**src/rtl/dec_strobe_pkg.sv**
```systemverilog
// Shared types and helpers for the timed one-hot write-strobe sequencer.
package dec_strobe_pkg;

    typedef enum logic [1:0] {
        IDLE,
        SETUP,
        PULSE,
        HOLD
    } state_t;

    localparam int SEL_W_MIN = 1;
    localparam int SEL_W_MAX = 8;
    localparam int PULSE_MIN = 1;

    function automatic int clog2(input int v);
        int r;
        r = 0;
        while ((1 << r) < v) r++;
        return r;
    endfunction

    function automatic int max3(input int a, input int b, input int c);
        int m;
        m = (a > b) ? a : b;
        return (m > c) ? m : c;
    endfunction

endpackage

```
**src/rtl/dec_onehot.sv**
```systemverilog
// Combinational SEL_W-to-2^SEL_W one-hot decoder with enable.
module dec_onehot
    import dec_strobe_pkg::*;
#(
    parameter int SEL_W = 5
) (
    input  logic                    en,
    input  logic [SEL_W-1:0]        sel,
    output logic [(1<<SEL_W)-1:0]   onehot
);

    always_comb begin
        onehot = '0;
        if (en) onehot[sel] = 1'b1;
    end

endmodule

```
**src/rtl/dec_strobe.sv**
```systemverilog
// One-hot decoder feeding a registered write strobe with
// programmable setup, pulse width and hold.
module dec_strobe
    import dec_strobe_pkg::*;
#(
    parameter int SEL_W     = 5,
    parameter int SETUP_CYC = 1,
    parameter int PULSE_CYC = 2,
    parameter int HOLD_CYC  = 1,
    parameter bit MASK_ZERO = 1'b1
) (
    input  logic                    clk,
    input  logic                    rst,
    input  logic                    req_valid,
    output logic                    req_ready,
    input  logic [SEL_W-1:0]        req_sel,
    output logic [SEL_W-1:0]        sel_q,
    output logic [(1<<SEL_W)-1:0]   strobe,
    output logic                    busy,
    output logic                    done
);

    localparam int OUT_W   = 1 << SEL_W;
    localparam int CNT_MAX = max3(SETUP_CYC, PULSE_CYC, HOLD_CYC);
    localparam int CNT_LOG = clog2(CNT_MAX + 1);
    localparam int CNT_W   = (CNT_LOG < 1) ? 1 : CNT_LOG;

    localparam logic [CNT_W-1:0] SETUP_LD =
        CNT_W'((SETUP_CYC > 0) ? SETUP_CYC - 1 : 0);
    localparam logic [CNT_W-1:0] PULSE_LD =
        CNT_W'((PULSE_CYC > 0) ? PULSE_CYC - 1 : 0);
    localparam logic [CNT_W-1:0] HOLD_LD =
        CNT_W'((HOLD_CYC > 0) ? HOLD_CYC - 1 : 0);

    if (SEL_W < SEL_W_MIN || SEL_W > SEL_W_MAX) begin : g_bad_sel
        $fatal(1, "dec_strobe: SEL_W out of range");
    end
    if (PULSE_CYC < PULSE_MIN) begin : g_bad_pulse
        $fatal(1, "dec_strobe: PULSE_CYC must be >= 1");
    end
    if (SETUP_CYC < 0 || HOLD_CYC < 0) begin : g_bad_time
        $fatal(1, "dec_strobe: negative SETUP_CYC/HOLD_CYC");
    end

    state_t             state;
    state_t             state_d;
    logic [CNT_W-1:0]   cnt;
    logic [CNT_W-1:0]   cnt_d;
    logic [SEL_W-1:0]   sel_d;
    logic               accept;
    logic               strobe_en;
    logic [OUT_W-1:0]   strobe_d;

    assign req_ready = (state == IDLE);
    assign busy      = (state != IDLE);
    assign accept    = req_valid && req_ready;
    assign sel_d     = accept ? req_sel : sel_q;

    always_comb begin
        state_d = state;
        cnt_d   = cnt;
        unique case (state)
            IDLE: begin
                if (accept) begin
                    if (SETUP_CYC > 0) begin
                        state_d = SETUP;
                        cnt_d   = SETUP_LD;
                    end else begin
                        state_d = PULSE;
                        cnt_d   = PULSE_LD;
                    end
                end
            end
            SETUP: begin
                if (cnt == '0) begin
                    state_d = PULSE;
                    cnt_d   = PULSE_LD;
                end else begin
                    cnt_d = cnt - CNT_W'(1);
                end
            end
            PULSE: begin
                if (cnt == '0) begin
                    if (HOLD_CYC > 0) begin
                        state_d = HOLD;
                        cnt_d   = HOLD_LD;
                    end else begin
                        state_d = IDLE;
                        cnt_d   = '0;
                    end
                end else begin
                    cnt_d = cnt - CNT_W'(1);
                end
            end
            HOLD: begin
                if (cnt == '0) begin
                    state_d = IDLE;
                    cnt_d   = '0;
                end else begin
                    cnt_d = cnt - CNT_W'(1);
                end
            end
            default: begin
                state_d = IDLE;
                cnt_d   = '0;
            end
        endcase
    end

    // Decode from next-state so the registered strobe lines up with PULSE
    assign strobe_en = (state_d == PULSE) && !(MASK_ZERO && (sel_d == '0));

    dec_onehot #(
        .SEL_W  (SEL_W)
    ) u_dec (
        .en     (strobe_en),
        .sel    (sel_d),
        .onehot (strobe_d)
    );

    always_ff @(posedge clk) begin
        if (rst) begin
            state  <= IDLE;
            cnt    <= '0;
            sel_q  <= '0;
            strobe <= '0;
            done   <= 1'b0;
        end else begin
            state  <= state_d;
            cnt    <= cnt_d;
            sel_q  <= sel_d;
            strobe <= strobe_d;
            done   <= (state != IDLE) && (state_d == IDLE);
        end
    end

endmodule

```
**config.mk**
```make
export PLATFORM = sky130hd
export DESIGN_NAME = dec_strobe
export DESIGN_NICKNAME = d
export VERILOG_FILES = /design/src/rtl/dec_strobe_pkg.sv /design/src/rtl/dec_onehot.sv /design/src/rtl/dec_strobe.sv
export SDC_FILE = /design/constraint.sdc
export NUM_CORES = 1
export LEC_CHECK = 0
export CAP_MARGIN = 20
export CORE_MARGIN = 2
export CORE_UTILIZATION = 30
export DETAILED_ROUTE_END_ITERATION = 8
export HOLD_SLACK_MARGIN = 0.02
export SYNTH_ARGS = -nofsm -noshare
export SYNTH_HDL_FRONTEND = slang
export SYNTH_SLANG_ARGS = --single-unit
```
**constraint.sdc**
```tcl
create_clock -name clk -period 1.3 [get_ports clk]
set_input_delay 0.26 -clock clk [delete_from_list [all_inputs] [get_ports clk]]
set_output_delay 0.26 -clock clk [all_outputs]
set_load 0.01 [all_outputs]
```
==> metrics.txt, run 1 <==
CP startpoint kind flip-flop; Tot Pwr 3.472 mW; vias 2043; core area 6314 um^2; area of the multi-input gates ~1300 um^2; CTS H-tree depth 2; combinational share of power 34.3%; initial DRC count 164; # rows 29; post-synthesis sequential area ratio 42.99%; Tmin final approximately 1400 ps; Die X 84.74 um; setup tns final -2738 ps; synth top area cells dfxtp_1, nand3_1, a211oi_1, nand4_1, a211oi_2; Pleak 1.301 nW; post-synth top area share between 40 and 50%; Max VDD drop 0.8040 mV; GRT Total Usage between 15 and 20%; final wirelength 6.233 mm; FFs w/ async S/R, synth 0%; P_sw 1.146 mW; Tightest Hold Check Type in -> reg; P_int 2.326 mW; top-count cell post-synth dfxtp_1; main combinational cell family by area after synthesis simple AND/OR/NAND/NOR gates; clock root cell clkbuf_8; clock power share 24.7%; Flop pwr share 41.0%; XOR/XNOR share of the synthesized area 0.4479%; layout cells sized above 1 43.85%; Crit Path Class reg -> reg; Syn-to-layout area delta 65.83%; via count of the first global-routing pass 1839; DP Wirelength about 3.7 mm; CTS tree yes; most frequent cells after synthesis dfxtp_1, nand3_1, a211oi_1; WL/cell 16.49 um; Synth Area in Compound Gates 15.10%; FF/Latch Area 854.6 um^2; post-synthesis mux area share 3.071%; Final ANT Viol Nets 0; RSZ-0062 raised after global routing true; first-pass GRT wire length 8.631 mm; DR DRC count 0; synth warn 0; Mapped Area 1956 um^2; Top-Level Pins 48; Yosys cell types 33; clock sinks 42; CTS max path bufs 2; Die Span Y roughly 85 um; Worst Skew between 3 and 4 ps; Ant. Diodes 0; final hold vios 0; Die ar. 7181 um^2; switching part of the total power 33.01%; EDFF count, synth 0; Initial Utilization 30.98%; maximum fanout along the worst path 8; post-synth top area cell dfxtp_1; Max-cap violations 0; Vias/cell 5.405; largest net degree at the start of global routing 39; worst path required time 1520 ps; Final nets 308; Tcrit/Tclk final 111.4%; Slew Limit Fails 0; initial antenna violation count 0; fmax 690.4 MHz; Adder-Cell Fraction of Synth Area 0%; DR pass1 iterations 4; crit path DAT about 1700 ps; Worst-path clk slew approximately 70 ps; fin util 51.37%; final setup margin -148.5 ps; prevailing post-synth register cell dfxtp_1; CTS Buf Count 5; Final setup viols 36; fill count 600; GP Congestion roughly 0.9; grt ovf 0; PortBufs 47; P per Cell Area 1070 nW/um^2; Post-Syn Nets 221; failing checks setup timing; CP Capture Type flip-flop; simple-gate portion of the synthesized area 30.65%; syn_area_per_cell 9.181 um^2; clk_lat worst skew 300 ps; post-synthesis register bit count 42; pre-CTS setup slack -456.4 ps; status complete, but fails checks; synthesized instance count roughly 210
==> layout make-up <==
cell class	count	share of cell area [%]
Sequential cell	42	26.35
Timing Repair Buffer	101	28.74
Inverter	1	0.1157
Multi-Input combinational cell	149	39.00
Clock buffer	7	2.662
Tap cell	77	2.971
Clock inverter	1	0.1543
==> registers in the layout (all words and copies together) (netlist names) <==
| signal | count |
|---|---|
| cnt | 2 |
| done | 1 |
| sel_q | 5 |
| state | 2 |
| strobe | 32 |
==> power by group through the flow <==
stage	Sequential [mW]	Combinational [mW]	Clock, mW
finish	1.42	1.19	0.857
global route	1.43	1.26	0.933
CTS	1.41	0.950	0.885
detailed placement	1.42	0.918	0
global placement	1.42	0.907	0
floorplan	1.41	0.540	0
==> layout by cell type (no fill, tap or decap), types with 2 or more instances in the layout <==
cell type,netlist,final
buf_12,0,3
clkbuf_8,0,6
and2_2,0,2
clkdlybuf4s50_1,0,2
dfxtp_4,0,2
mux2i_1,6,5
a21oi_1,3,3
nor2_1,12,10
nand2_1,6,3
clkbuf_16,0,3
dlymetal6s2s_1,0,2
buf_6,5,6
nor2b_1,9,9
nor3b_1,4,4
nand2_2,0,3
dfxtp_2,0,5
dfxtp_1,42,35
nand4b_1,2,2
dlygate4sd2_1,0,41
buf_4,2,42
nand4_1,16,16
nand3_2,0,18
a211oi_1,24,3
or3b_4,1,4
nand3_1,38,19
and3b_1,2,2
and2_1,4,2
nor2_4,0,2
a211oi_2,7,28
==> critical path: stages, from the launching register on <==
cell	delay, ps
dfxtp_4	380
buf_6	120
nor4b_4	250
buf_4	180
buf_12	130
nand3_1	90
a211oi_2	200
==> kinds of logic after synthesis <==
logic type	after synthesis
xor+xnor	1
other cells	1
mux	6
buf+inv	25
flops	42
simple gates	102
compound gates	36
==> metal layers <==
| layer | track usage [%] | vias up | routed length, um |
|---|---|---|---|
| met2 | 25.41 | 79 | 2996 |
| met4 | 6.494 | 0 | 108 |
| met5 | 0 | - | 0 |
| li1 | - | 964 | - |
| met1 | 17.95 | 987 | 2707 |
| met3 | 4.031 | 13 | 420 |
==> path summary, 6_finish.rpt <==
check                                    startpoint                    end  slack (ps)  depth (start not counted)
worst max-delay path            state[0]$_SDFF_PP0_   strobe[8]$_SDFF_PP0_        -150                          6
worst min-delay path                     req_sel[1]  strobe[11]$_SDFF_PP0_         470                          4
worst max register to register  state[0]$_SDFF_PP0_   strobe[8]$_SDFF_PP0_        -150                          6
worst min register to register  sel_q[3]$_SDFF_PP0_    sel_q[3]$_SDFF_PP0_         560                          2
==> per-stage QoR <==
stage          std cells  hold WS (ps)  instance area [um^2]
2_1_floorplan        213         403.9                  1961
3_3_place_gp         359         578.7                  2770
3_5_place_dp         359         585.6                  2770
4_1_cts              368         415.7                  2899
5_1_grt              378         501.8                  3243
6_report             378         472.2                  3243
==> repair_timing <==
item | in CTS | in global routing
setup buffers | 1 | 4
resized for setup | 70 | 51
endpoints found under the hold margin | 0 | 0
setup endpoints to repair | 77 | 41
gates cloned | 0 | 6
pin swaps | 10 | 28
hold buffers | 0 | 0
(Power assumes the default switching activity.)
==> inputs of run 2 (changes only) <==
--- a/config.mk
+++ b/config.mk
@@ -6,6 +6,7 @@
 export NUM_CORES = 1
 export LEC_CHECK = 0
 export CAP_MARGIN = 20
+export CORE_ASPECT_RATIO = 2
 export CORE_MARGIN = 2
 export CORE_UTILIZATION = 30
 export DETAILED_ROUTE_END_ITERATION = 8
==> metrics.txt, run 2 (same netlist as run 1, synthesis figures left out) <==
core area 6310 um^2; FF/Latch Area 858.3 um^2; Syn-to-layout area delta 63.53%; Pleak 1.309 nW; PortBufs 47; Worst-path clk slew 50 ps; final hold vios 0; maximum fanout along the worst path 8; RSZ-0062 raised after global routing true; Final nets 308; pre-CTS setup slack -677.6 ps; Worst Skew approximately 2.7 ps; CTS H-tree depth 2; Final ANT Viol Nets 0; GRT Total Usage 17.95%; initial DRC count 29; DR DRC count 0; via count of the first global-routing pass 1981; Tightest Hold Check Type in -> reg; GP Congestion 0.9205; Initial Utilization 30.99%; commonest non-fill, non-tap cells in the layout buf_4, dlygate4sd2_1, dfxtp_1; clock power share 34.5%; DR pass1 iterations 4; Die X about 61 um; clock sinks 42; fmax 732.0 MHz; # rows 41; Top reg by flops strobe; final setup margin -66.10 ps; Die Span Y 118.2 um; Tot Pwr 3.942 mW; vias 1970; worst path required time 1490 ps; P_int 2.801 mW; Tcrit/Tclk final 105.1%; CTS tree yes; Tmin final between 1000 and 1500 ps; grt ovf 0; Slew Limit Fails 0; status complete, but fails checks; CTS Buf Count 5; max FFs per register 32; fill count 621; Max VDD drop 1.068 mV; Top-Level Pins 48; Max-cap violations 0; fin util 50.68%; P per Cell Area 1233 nW/um^2; crit path DAT ~1600 ps; Final setup viols 30; Ant. Diodes 0; CP startpoint kind flip-flop; failing checks setup timing; commonest non-fill, non-tap cell in the layout buf_4; Flop pwr share 36.1%; layout cells sized above 1 between 30% and 40%; Die ar. 7220 um^2; P_sw 1.140 mW; first-pass GRT wire length between 9 and 10 mm; switching part of the total power between 20 and 30%; area of the multi-input gates 1155 um^2; combinational share of power 29.4%; Vias/cell 5.090; hold-fix buffers at CTS 0; clk_lat worst skew 280 ps; CTS max path bufs 2; final wirelength 6.043 mm; CP Capture Type flip-flop; initial antenna violation count 0; clock root cell clkbuf_16; WL/cell 15.61 um; DP Wirelength 4.346 mm; largest registers strobe: 32 flops, sel_q: 5 flops; largest net degree at the start of global routing 21; Crit Path Class reg -> reg
-- run 2: cell type report --
| cell class | count | area share (%) |
|---|---|---|
| timing repair buffer | 104 | 28.48 |
| multi-input combinational | 146 | 36.11 |
| clock buffer | 7 | 4.147 |
| clock inverter | 1 | 0.9390 |
| inverter | 1 | 0.1174 |
| sequential | 42 | 26.84 |
| tap | 86 | 3.365 |
-- run 2: critical path, cell delays in order (launching register included) --
cell	delay (ps)
dfxtp_4	380
nor4b_4	380
buf_6	190
nand3_2	80
a211oi_4	240
-- run 2: what timing repair did --
action,CTS,global route
gates cloned,0,1
buffers inserted,3,0
gates resized for setup,84,20
pin swaps,11,12
endpoints found under the setup margin,77,39
-- run 2: metrics by stage --
stage | hold WS, ps | area (um^2) | instances | TNS [ps]
floorplan | 403.9 | 1961 | 213 | -580.1
global placement | 595.6 | 2834 | 375 | -15070
detailed placement | 601.3 | 2834 | 375 | -15550
CTS | 466.0 | 3104 | 386 | -244.9
global route | 501.4 | 3198 | 387 | -2331
finish | 469.1 | 3198 | 387 | -713.9
-- run 2: power groups by stage --
stage | logic, mW | registers [mW] | clock network [mW]
6_report | 1.16 | 1.42 | 1.36
5_1_grt | 1.23 | 1.43 | 1.45
4_1_cts | 1.06 | 1.42 | 1.40
3_5_place_dp | 1.01 | 1.43 | 0
3_3_place_gp | 1.01 | 1.43 | 0
2_1_floorplan | 0.540 | 1.41 | 0
-- run 2: final timing paths --
path | startpoint | to | slack, ps | depth (start not counted)
hold reg to reg | sel_q[0]$_SDFF_PP0_ | sel_q[0]$_SDFF_PP0_ | 570 | 2
setup / recovery | state[1]$_SDFF_PP0_ | strobe[28]$_SDFF_PP0_ | -70 | 4
setup reg to reg | state[1]$_SDFF_PP0_ | strobe[28]$_SDFF_PP0_ | -70 | 4
hold / removal | req_valid | cnt[0]$_SDFFE_PP0P_ | 470 | 3
-- run 2: routing by layer --
metal	share of wire (%)	vias to the layer above	global-route usage, %
li1	-	957	-
met1	36	939	18.60
met2	54	53	30.25
met3	3.6	21	3.501
met4	6.3	0	12.36
met5	0	-	0
